[src/rtl/spi_dev_memrd.sv]
// SPI-side PSRAM reader: read command -> memif bursts -> byte stream.
// Optional macro SPI_DEV_MEMRD_UNDERRUN_EN adds a sticky underrun flag.
`timescale 1ns/1ps
module spi_dev_memrd #(
  parameter logic [7:0] CMD_BYTE   = 8'he1,
  parameter int         DATA_WIDTH = 16,
  parameter int         ADDR_WIDTH = 23,
  parameter int         BURST_LEN  = 32,
  parameter int         FIFO_DEPTH = 64
) (
  input  logic                  clk,
  input  logic                  rst_n,
  input  logic [7:0]            pw_wdata,
  input  logic                  pw_wcmd,
  input  logic                  pw_wstb,
  input  logic                  pw_end,
  output logic                  pw_req,
  input  logic                  pw_gnt,
  output logic [7:0]            pw_rdata,
  output logic                  pw_rstb,
  output logic [ADDR_WIDTH-1:0] mi_addr,
  output logic [6:0]            mi_len,
  output logic                  mi_rw,
  output logic                  mi_valid,
  input  logic                  mi_ready,
  output logic [DATA_WIDTH-1:0] mi_wdata,
  input  logic                  mi_wack,
  input  logic                  mi_wlast,
  input  logic [DATA_WIDTH-1:0] mi_rdata,
  input  logic                  mi_rstb,
  input  logic                  mi_rlast
`ifdef SPI_DEV_MEMRD_UNDERRUN_EN
  ,
  output logic                  underrun
`endif
);

  localparam int PW = $clog2(FIFO_DEPTH);
  localparam int CW = PW + 1;

  typedef enum logic [1:0] {
    IDLE,
    ADDR,
    STREAM,
    DRAIN
  } state_t;

  state_t state_q, state_d;

  logic [1:0]            byte_cnt;
  logic [15:0]           addr_sr;
  logic [ADDR_WIDTH-1:0] word_addr;
  logic                  valid_q;
  logic                  busy_q;
  logic [CW-1:0]         cnt_q;
  logic [CW-1:0]         resv_q;
  logic [PW-1:0]         wp_q;
  logic [PW-1:0]         rp_q;
  logic [DATA_WIDTH-1:0] mem [FIFO_DEPTH];
  logic [DATA_WIDTH-1:0] rd_word;
  logic [7:0]            hi_q;
  logic                  half_q;

  logic cmd_hit;
  logic cmd_take;
  logic addr_stb;
  logic addr_last;
  logic accept;
  logic rlast_hit;
  logic in_flight;
  logic avail;
  logic take;
  logic pop;
  logic push;
  logic issue;
  logic flush;
  logic unused_ok;

  assign unused_ok = &{1'b0, mi_wack, mi_wlast};

  assign cmd_hit   = pw_wstb & pw_wcmd & (pw_wdata == CMD_BYTE);
  assign cmd_take  = (state_q == IDLE) & cmd_hit & ~pw_end;
  assign addr_stb  = pw_wstb & ~pw_wcmd;
  assign addr_last = (state_q == ADDR) & addr_stb
                   & (byte_cnt == 2'd2) & ~pw_end;
  assign accept    = valid_q & mi_ready;
  assign rlast_hit = mi_rstb & mi_rlast & busy_q;
  assign in_flight = valid_q | (busy_q & ~rlast_hit);
  assign avail     = (cnt_q != '0) | half_q;
  assign pw_req    = (state_q == STREAM) & avail;
  assign take      = pw_gnt & pw_req & ~pw_end;
  assign pop       = take & ~half_q;
  assign push      = mi_rstb & busy_q & (state_q == STREAM);
  assign rd_word   = mem[rp_q];

  // Free space counts words still owed by the burst in flight.
  assign issue = (state_q == STREAM) & ~pw_end
               & ~valid_q & ~busy_q
               & ((cnt_q + resv_q) <= CW'(FIFO_DEPTH - BURST_LEN));

  assign flush = (state_q != IDLE) & (state_d == IDLE);

  assign mi_addr  = word_addr;
  assign mi_valid = valid_q;
  assign mi_len   = valid_q ? 7'(BURST_LEN - 1) : 7'd0;
  assign mi_rw    = 1'b1;
  assign mi_wdata = '0;

  always_comb begin
    state_d = state_q;
    unique case (state_q)
      IDLE: begin
        if (cmd_take) state_d = ADDR;
      end
      ADDR: begin
        if (pw_end) state_d = IDLE;
        else if (addr_last) state_d = STREAM;
      end
      STREAM: begin
        if (pw_end) state_d = in_flight ? DRAIN : IDLE;
      end
      DRAIN: begin
        if (rlast_hit) state_d = IDLE;
      end
      default: state_d = IDLE;
    endcase
  end

  always_ff @(posedge clk or negedge rst_n) begin
    if (!rst_n) state_q <= IDLE;
    else        state_q <= state_d;
  end

  always_ff @(posedge clk or negedge rst_n) begin
    if (!rst_n) begin
      byte_cnt  <= '0;
      addr_sr   <= '0;
      word_addr <= '0;
    end else begin
      if (cmd_take) byte_cnt <= '0;
      else if ((state_q == ADDR) & addr_stb) begin
        byte_cnt <= byte_cnt + 2'd1;
        addr_sr  <= {addr_sr[7:0], pw_wdata};
      end
      // Byte-address bit 0 is dropped to form the word address.
      if (addr_last)
        word_addr <= ADDR_WIDTH'({addr_sr, pw_wdata[7:1]});
      else if (accept)
        word_addr <= word_addr + ADDR_WIDTH'(BURST_LEN);
    end
  end

  always_ff @(posedge clk or negedge rst_n) begin
    if (!rst_n) begin
      valid_q <= 1'b0;
      busy_q  <= 1'b0;
      resv_q  <= '0;
    end else begin
      if (issue)       valid_q <= 1'b1;
      else if (accept) valid_q <= 1'b0;
      if (accept)         busy_q <= 1'b1;
      else if (rlast_hit) busy_q <= 1'b0;
      if (flush | rlast_hit) resv_q <= '0;
      else if (accept)       resv_q <= CW'(BURST_LEN);
      else if (push)         resv_q <= resv_q - CW'(1);
    end
  end

  always_ff @(posedge clk) begin
    if (push) mem[wp_q] <= mi_rdata;
  end

  always_ff @(posedge clk or negedge rst_n) begin
    if (!rst_n) begin
      wp_q  <= '0;
      rp_q  <= '0;
      cnt_q <= '0;
    end else if (flush) begin
      wp_q  <= '0;
      rp_q  <= '0;
      cnt_q <= '0;
    end else begin
      if (push) wp_q <= wp_q + PW'(1);
      if (pop)  rp_q <= rp_q + PW'(1);
      cnt_q <= cnt_q + CW'(push) - CW'(pop);
    end
  end

  always_ff @(posedge clk or negedge rst_n) begin
    if (!rst_n) begin
      pw_rdata <= '0;
      pw_rstb  <= 1'b0;
      hi_q     <= '0;
      half_q   <= 1'b0;
    end else begin
      pw_rstb <= take;
      if (flush) half_q <= 1'b0;
      else if (take) begin
        if (half_q) begin
          pw_rdata <= hi_q;
          half_q   <= 1'b0;
        end else begin
          pw_rdata <= rd_word[7:0];
          hi_q     <= rd_word[15:8];
          half_q   <= 1'b1;
        end
      end
    end
  end

`ifdef SPI_DEV_MEMRD_UNDERRUN_EN
  always_ff @(posedge clk or negedge rst_n) begin
    if (!rst_n) underrun <= 1'b0;
    else if (cmd_take) underrun <= 1'b0;
    else if (pw_gnt & (state_q == STREAM) & ~avail)
      underrun <= 1'b1;
  end
`endif

endmodule

[config.mk]
export PLATFORM = sky130hd
export DESIGN_NAME = spi_dev_memrd
export DESIGN_NICKNAME = d
export VERILOG_FILES = /design/src/rtl/spi_dev_memrd.sv
export SDC_FILE = /design/constraint.sdc
export NUM_CORES = 1
export LEC_CHECK = 0
export CELL_PAD_IN_SITES_DETAIL_PLACEMENT = 0
export CELL_PAD_IN_SITES_GLOBAL_PLACEMENT = 1
export CORE_MARGIN = 2
export CORE_UTILIZATION = 50
export CTS_CLUSTER_SIZE = 8
export DETAILED_ROUTE_END_ITERATION = 16
export PLACE_DENSITY = 0.79
export SETUP_SLACK_MARGIN = 0.2
export SLEW_MARGIN = 20
export SYNTH_ARGS = -nofsm -noshare
export SYNTH_HDL_FRONTEND = slang
export SYNTH_SLANG_ARGS = --single-unit
[constraint.sdc]
create_clock -name clk -period 8.08 [get_ports clk]
set_clock_uncertainty 0.15 [all_clocks]
set_input_delay 2.424 -clock clk [delete_from_list [all_inputs] [get_ports clk]]
set_output_delay 2.424 -clock clk [all_outputs]
set_load 0.02 [all_outputs]
==> results of run 1 <==
==> routing by layer <==
| metal | up-vias | GRT usage | wire, µm |
|---|---|---|---|
| li1 | 9771 | - | - |
| met5 | - | 0 | 0 |
| met3 | 181 | 0.0467 | 8990 |
| met4 | 0 | 0.0796 | 2950 |
| met2 | 1092 | 0.359 | 49000 |
| met1 | 11900 | 0.322 | 41500 |
==> cells by family (layout without fill, tap and decap cells) <==
logic type	after synthesis	count (layout)	share of synthesized area
other	2	19	0.000169
and+or+nand+nor	392	392	0.0406
adders and majority gates	22	22	0.00654
muxes	411	411	0.147
DFF	1113	1113	0.743
AOI/OAI and AO/OA	221	221	0.0333
buffers and inverters	170	402	0.0224
xor gates and xnor gates	36	36	0.00710
==> layout make-up <==
type,instances,area [µm²]
clock buffers,205,4180
flip-flops and latches,1113,33000
clock inverters,11,198
well taps,1165,1460
repair buffers,166,1400
inverters,20,75.1
fillers,6338,37400
multi-input cells,1101,10500
==> sequential cells by signal, summed over array words and instances, names as in the netlist, 6 cells and up <==
signal,flops
mem,1024
mi_addr,23
addr_sr,16
hi_q,8
pw_rdata,8
cnt_q,7
resv_q,7
rp_q,6
wp_q,6
==> worst min path at each step <==
stage / slack (ps) / start / endpoint
floorplan: 300 / addr_sr[10] / addr_sr[10]
global placement: 310 / mi_addr[0] / mi_addr[0]
detailed placement: 320 / mi_addr[2] / mi_addr[2]
CTS: 330 / mi_addr[2] / mi_addr[2]
global route: 360 / mi_addr[1] / mi_addr[1]
finish: 330 / mi_addr[1] / mi_addr[1]
==> critical path: stages <==
cell             delay [ps]
clkdlybuf4s50_1         590
nor3b_2                 300
o311ai_2                130
buf_4                   220
or2_1                   300
inv_2                   370
ha_1                    320
inv_1                    50
ha_1                    160
inv_1                    60
fa_1                    410
nand2b_1                160
a21oi_1                 190
o21ai_0                 130
a21oi_1                 190
or3_1                   130
a21oi_1                  60
==> where the power goes <==
group          total (W)  internal, W  switching, W  leakage, nW
logic           0.000256    0.0000749      0.000182         3.57
clock network    0.00588      0.00360       0.00228         2.12
registers        0.00633      0.00632     0.0000137         10.4
total             0.0125      0.00999       0.00247         16.1
==> stage by stage <==
stage          total power [W]  utilization  hold slack (ps)  setup WS (ps)
6_report                0.0125        0.576              326           2350
5_1_grt                 0.0128        0.576              356           2040
4_1_cts                 0.0126        0.576              329           2390
3_5_place_dp           0.00669        0.526              317           1620
3_3_place_gp           0.00668        0.526              309           1610
2_1_floorplan          0.00655            -              296           2820
==> cell usage in the layout (no fill, tap or decap), types with 4 or more instances in the layout <==
cell,n
a21oi_1,37
a221oi_1,7
a22oi_1,37
a31oi_1,5
and2_1,7
and3_1,4
buf_12,4
buf_2,12
buf_4,96
clkbuf_1,44
clkbuf_16,160
clkdlybuf4s50_1,54
conb_1,19
dfrtp_1,86
edfxtp_1,1024
ha_1,20
inv_1,17
inv_6,4
mux2_2,14
mux2i_1,206
mux4_2,191
nand2_1,150
nand2b_1,6
nand3_1,30
nand3b_1,9
nand4_1,11
nor2_1,117
nor2b_1,11
nor3_1,14
o211ai_1,10
o21ai_0,41
o221ai_1,20
o22ai_1,44
or2_2,4
or3_1,7
xnor2_1,13
xor2_1,23
==> results.cfg, run 1 <==
[status]
status = finished, final reports clean

[worst_setup_path]
start_kind = input port
r2r-start = half_q
r2r-end = cnt_q[6]
r2r_cells = 16
critPathLaunch = pw_end
crit_type = input port to flip-flop
cp_data_arrival_time_ps = 6190
crit_end = cnt_q[6]
r2r_slack_ps = 3740
required_ps = 8540
cp_max_fo = 23
cp-end-kind = flip-flop

[min_path]
hold_path_class = flip-flop to flip-flop
hold_depth = 2

[synth]
yosys.area.top_type = edfxtp_1
synth-async-reset-ratio = 0.0800
ys_seq_area_frac = 0.743
synth_area_leaders = edfxtp_1 (69%), mux4_2 (9.7%), dfrtp_1 (5.0%), mux2i_1 (4.6%), nand2_1 (1.3%)
synth_area_mm2 = 0.0444
synth_top_area_share = 0.693
yosys.cell_types.count = 67
synthMostInstantiatedCell = edfxtp_1
synth.avg_cell_area_um2 = 18.8
yosys_warnings = 0
synth-seq-cells = 1113
syn_inst = 2367
synthFlopType = edfxtp_1
synth_edf_count = 1024
synth_common_cells = edfxtp_1 (1024), mux2i_1 (206), mux4_2 (191)

[detailed_routing]
drtPass1Iterations = 5
route.detailed.drc = 0
ant_nets = 0
vias = 23000
drt_wl_total_mm = 102
drt_iter0_drc = 2527
wire_per_inst_um = 27.1
vias_per_cell = 6.08

[finish]
nets = 2616
diodes = 0
final_cells = 3781
area_growth_pct = 14.4
drive_gt1_frac = 0.196
stdcell_area_mm2 = 0.0508

[sta]
hold_viol = 0
max_clock_freq_ghz = 0.175
fin_crit_sh = 0.709
rsz0062_at_grt = false
slew-limit-headroom = 0.284
finalSetupTns_ps = 0
post-route-min-period_ps = 5730
setup_viol = 0
slew_viol_final = 0
tightest_slew_ps = 1070

[clocking]
clock_sinks = 1113
htreeDepth = 4
root_buffer = clkbuf_16
worstSkewPairLatency_ps = 740
clockBufferDepth = 3
numCtsBuffers = 157
cts_setup_buffers = 0
cts_tree = done
holdBufCountCts = 0
clk_pin_slew_ps = 50
cts-resized-gates = 0

[die]
die_w_um = 302
ioPinCount = 93
die_height_um = 302
rows = 109
initial_utilization = 0.503
core_area_mm2 = 0.0882
dieArea_mm2 = 0.0912

[place]
dpl.hpwl_mm = 59.8
gp_congestion = 0.874
port_buffers = 71
postPlaceCellArea_mm2 = 0.0464
place_inst = 3565

[power_and_ir_drop]
p_per_area_mw_per_mm2 = 245
peakVddDrop_uv = 212
p_leak_nw = 16.1

[grt]
grt_max_degree = 117
overflow = 0
antenna_found_initial = 0
grt_pass1_wl_mm = 152
track_usage = 0.229
grt_pass1_vias = 23300

[run]
maxCapViolations = 0
No activity file was read; power rests on OpenSTA's default activity.
==> inputs of run 2 (changes only) <==
- CORE_UTILIZATION: 50 -> 49
- PLACE_DENSITY: 0.79 -> 0.81
- clock period: 8.08 -> 4.7 ns (I/O delays scaled with it)
==> results.cfg, run 2 (synthesis results as in run 1) <==
[status]
status = finished, final reports clean

[worst_setup_path]
required_ps = 3140
crit_type = flip-flop to output port
worst_path_largest_cell_delay_ps = 530
r2r-start = cnt_q[1]
cp-end-kind = output port
critPathLaunch = cnt_q[1]
r2r_cells = 15
cp_cell_sequence = or2_2 -> or3_1 -> and2_1 -> clkdlybuf4s50_1
r2r_slack_ps = 1250
cp_slowest_cell = clkdlybuf4s50_1
cp_max_fo = 5
start_kind = flip-flop
cp_data_arrival_time_ps = 2550
r2r-end = cnt_q[6]

[detailed_routing]
wire_per_inst_um = 26.7
drtPass1Iterations = 6
vias_per_cell = 6.04
ant_nets = 0
drt_wl_total_mm = 102
vias = 23100
route.detailed.drc = 0
drt_iter0_drc = 2378

[die]
ioPinCount = 93
dieArea_mm2 = 0.0930
initial_utilization = 0.494
die_height_um = 305
rows = 110
core_area_mm2 = 0.0899
die_w_um = 305

[finish]
largest_reg_flops = 1024
regMostFlops = mem
final_cells = 3828
nets = 2656
layout_commonest_cell = edfxtp_1
fill_cells = 6571
layout_common_cells = edfxtp_1 (1024), mux2i_1 (206), mux4_2 (191)
drive_gt1_frac = 0.209
area_growth_pct = 15.2
diodes = 0

[clocking]
clock_sinks = 1113
clk_pin_slew_ps = 50
cts_setup_buffers = 0
root_buffer = clkbuf_16
cts-resized-gates = 0
numCtsBuffers = 157
cts_tree = done
clockBufferDepth = 3
worstSkewPairLatency_ps = 730
htreeDepth = 4
holdBufCountCts = 0

[power_and_ir_drop]
peakVddDrop_uv = 353
finalPower_w = 0.0214
internal_power_w = 0.0171
combPwrFrac = 0.021
p_leak_nw = 16.3
clock_power_share = 0.471
power_switching_w = 0.00433
sw_frac_of_total = 0.202
pwr-share-seq = 0.509
p_per_area_mw_per_mm2 = 418

[place]
preCtsSetupSlack_ps = 53.1
port_buffers = 71
place_inst = 3616
dpl.hpwl_mm = 62.5
gp_congestion = 0.909

[min_path]
min_to = addr_sr[15]
hold_path_class = flip-flop to flip-flop
hold_depth = 2
hold_start = addr_sr[15]

[sta]
max_clock_freq_ghz = 0.243
fin_crit_sh = 0.875
post-route-min-period_ps = 4110
slew-limit-headroom = 0.269
tightest_slew_ps = 1100
slew_viol_final = 0
setup_slack_ps = 587
setup_viol = 0
hold_viol = 0
rsz0062_at_grt = false

[grt]
overflow = 0
grt_max_degree = 70
grt_pass1_wl_mm = 153
grt_pass1_vias = 23900
antenna_found_initial = 1
track_usage = 0.222

[run]
maxCapViolations = 0
-- run 2: cell type report --
| cell class | instances | area, µm² | area share |
|---|---|---|---|
| clock buffer | 199 | 4120 | 0.0805 |
| clock inverter | 13 | 274 | 0.00536 |
| inverter | 20 | 75.1 | 0.00147 |
| multi-input combinational | 1101 | 10500 | 0.205 |
| sequential | 1113 | 33000 | 0.645 |
| tap | 1176 | 1470 | 0.0288 |
| timing repair buffer | 206 | 1730 | 0.0339 |
-- run 2: through the flow --
stage          utilization  area, µm²  hold slack (ps)  setup TNS (ps)
6_report             0.569      51200              324               0
5_1_grt              0.569      51200              350               0
4_1_cts              0.569      51100              329               0
3_5_place_dp         0.520      46800              316               0
3_3_place_gp         0.520      46800              310           -29.3
2_1_floorplan            -      44400              296               0
-- run 2: power groups by stage --
| stage | sequential [W] | clock [W] | combinational, W |
|---|---|---|---|
| 6_report | 0.0109 | 0.0101 | 0.000445 |
| 2_1_floorplan | 0.0111 | 0 | 0.000202 |
| 3_5_place_dp | 0.0111 | 0 | 0.000443 |
| 4_1_cts | 0.0109 | 0.0102 | 0.000445 |
| 5_1_grt | 0.0109 | 0.0106 | 0.000493 |
| 3_3_place_gp | 0.0111 | 0 | 0.000424 |
-- run 2: worst max path at each step --
stage | depth (start not counted) | endpoint | slack (ps)
after floorplan | 16 | cnt_q[6] | 460
after detailed placement | 16 | cnt_q[6] | 50
after global placement | 16 | cnt_q[6] | -30
after CTS | 6 | pw_req | 520
after global routing | 6 | pw_req | 490
final | 4 | pw_req | 590
-- run 2: worst max-delay path: cells and delay by family, from the launching register on --
| family | cells | cell delay (ps) |
|---|---|---|
| DFF | 1 | 450 |
| buffers and inverters | 1 | 530 |
| and+or+nand+nor | 3 | 850 |
-- run 2: per-layer routing --
metal | vias up | global-route usage | part of all wire
met5 | - | 0 | 0.00013
met2 | 1075 | 0.350 | 0.48
met1 | 12000 | 0.305 | 0.41
met4 | 2 | 0.0783 | 0.029
li1 | 9844 | - | -
met3 | 197 | 0.0513 | 0.086
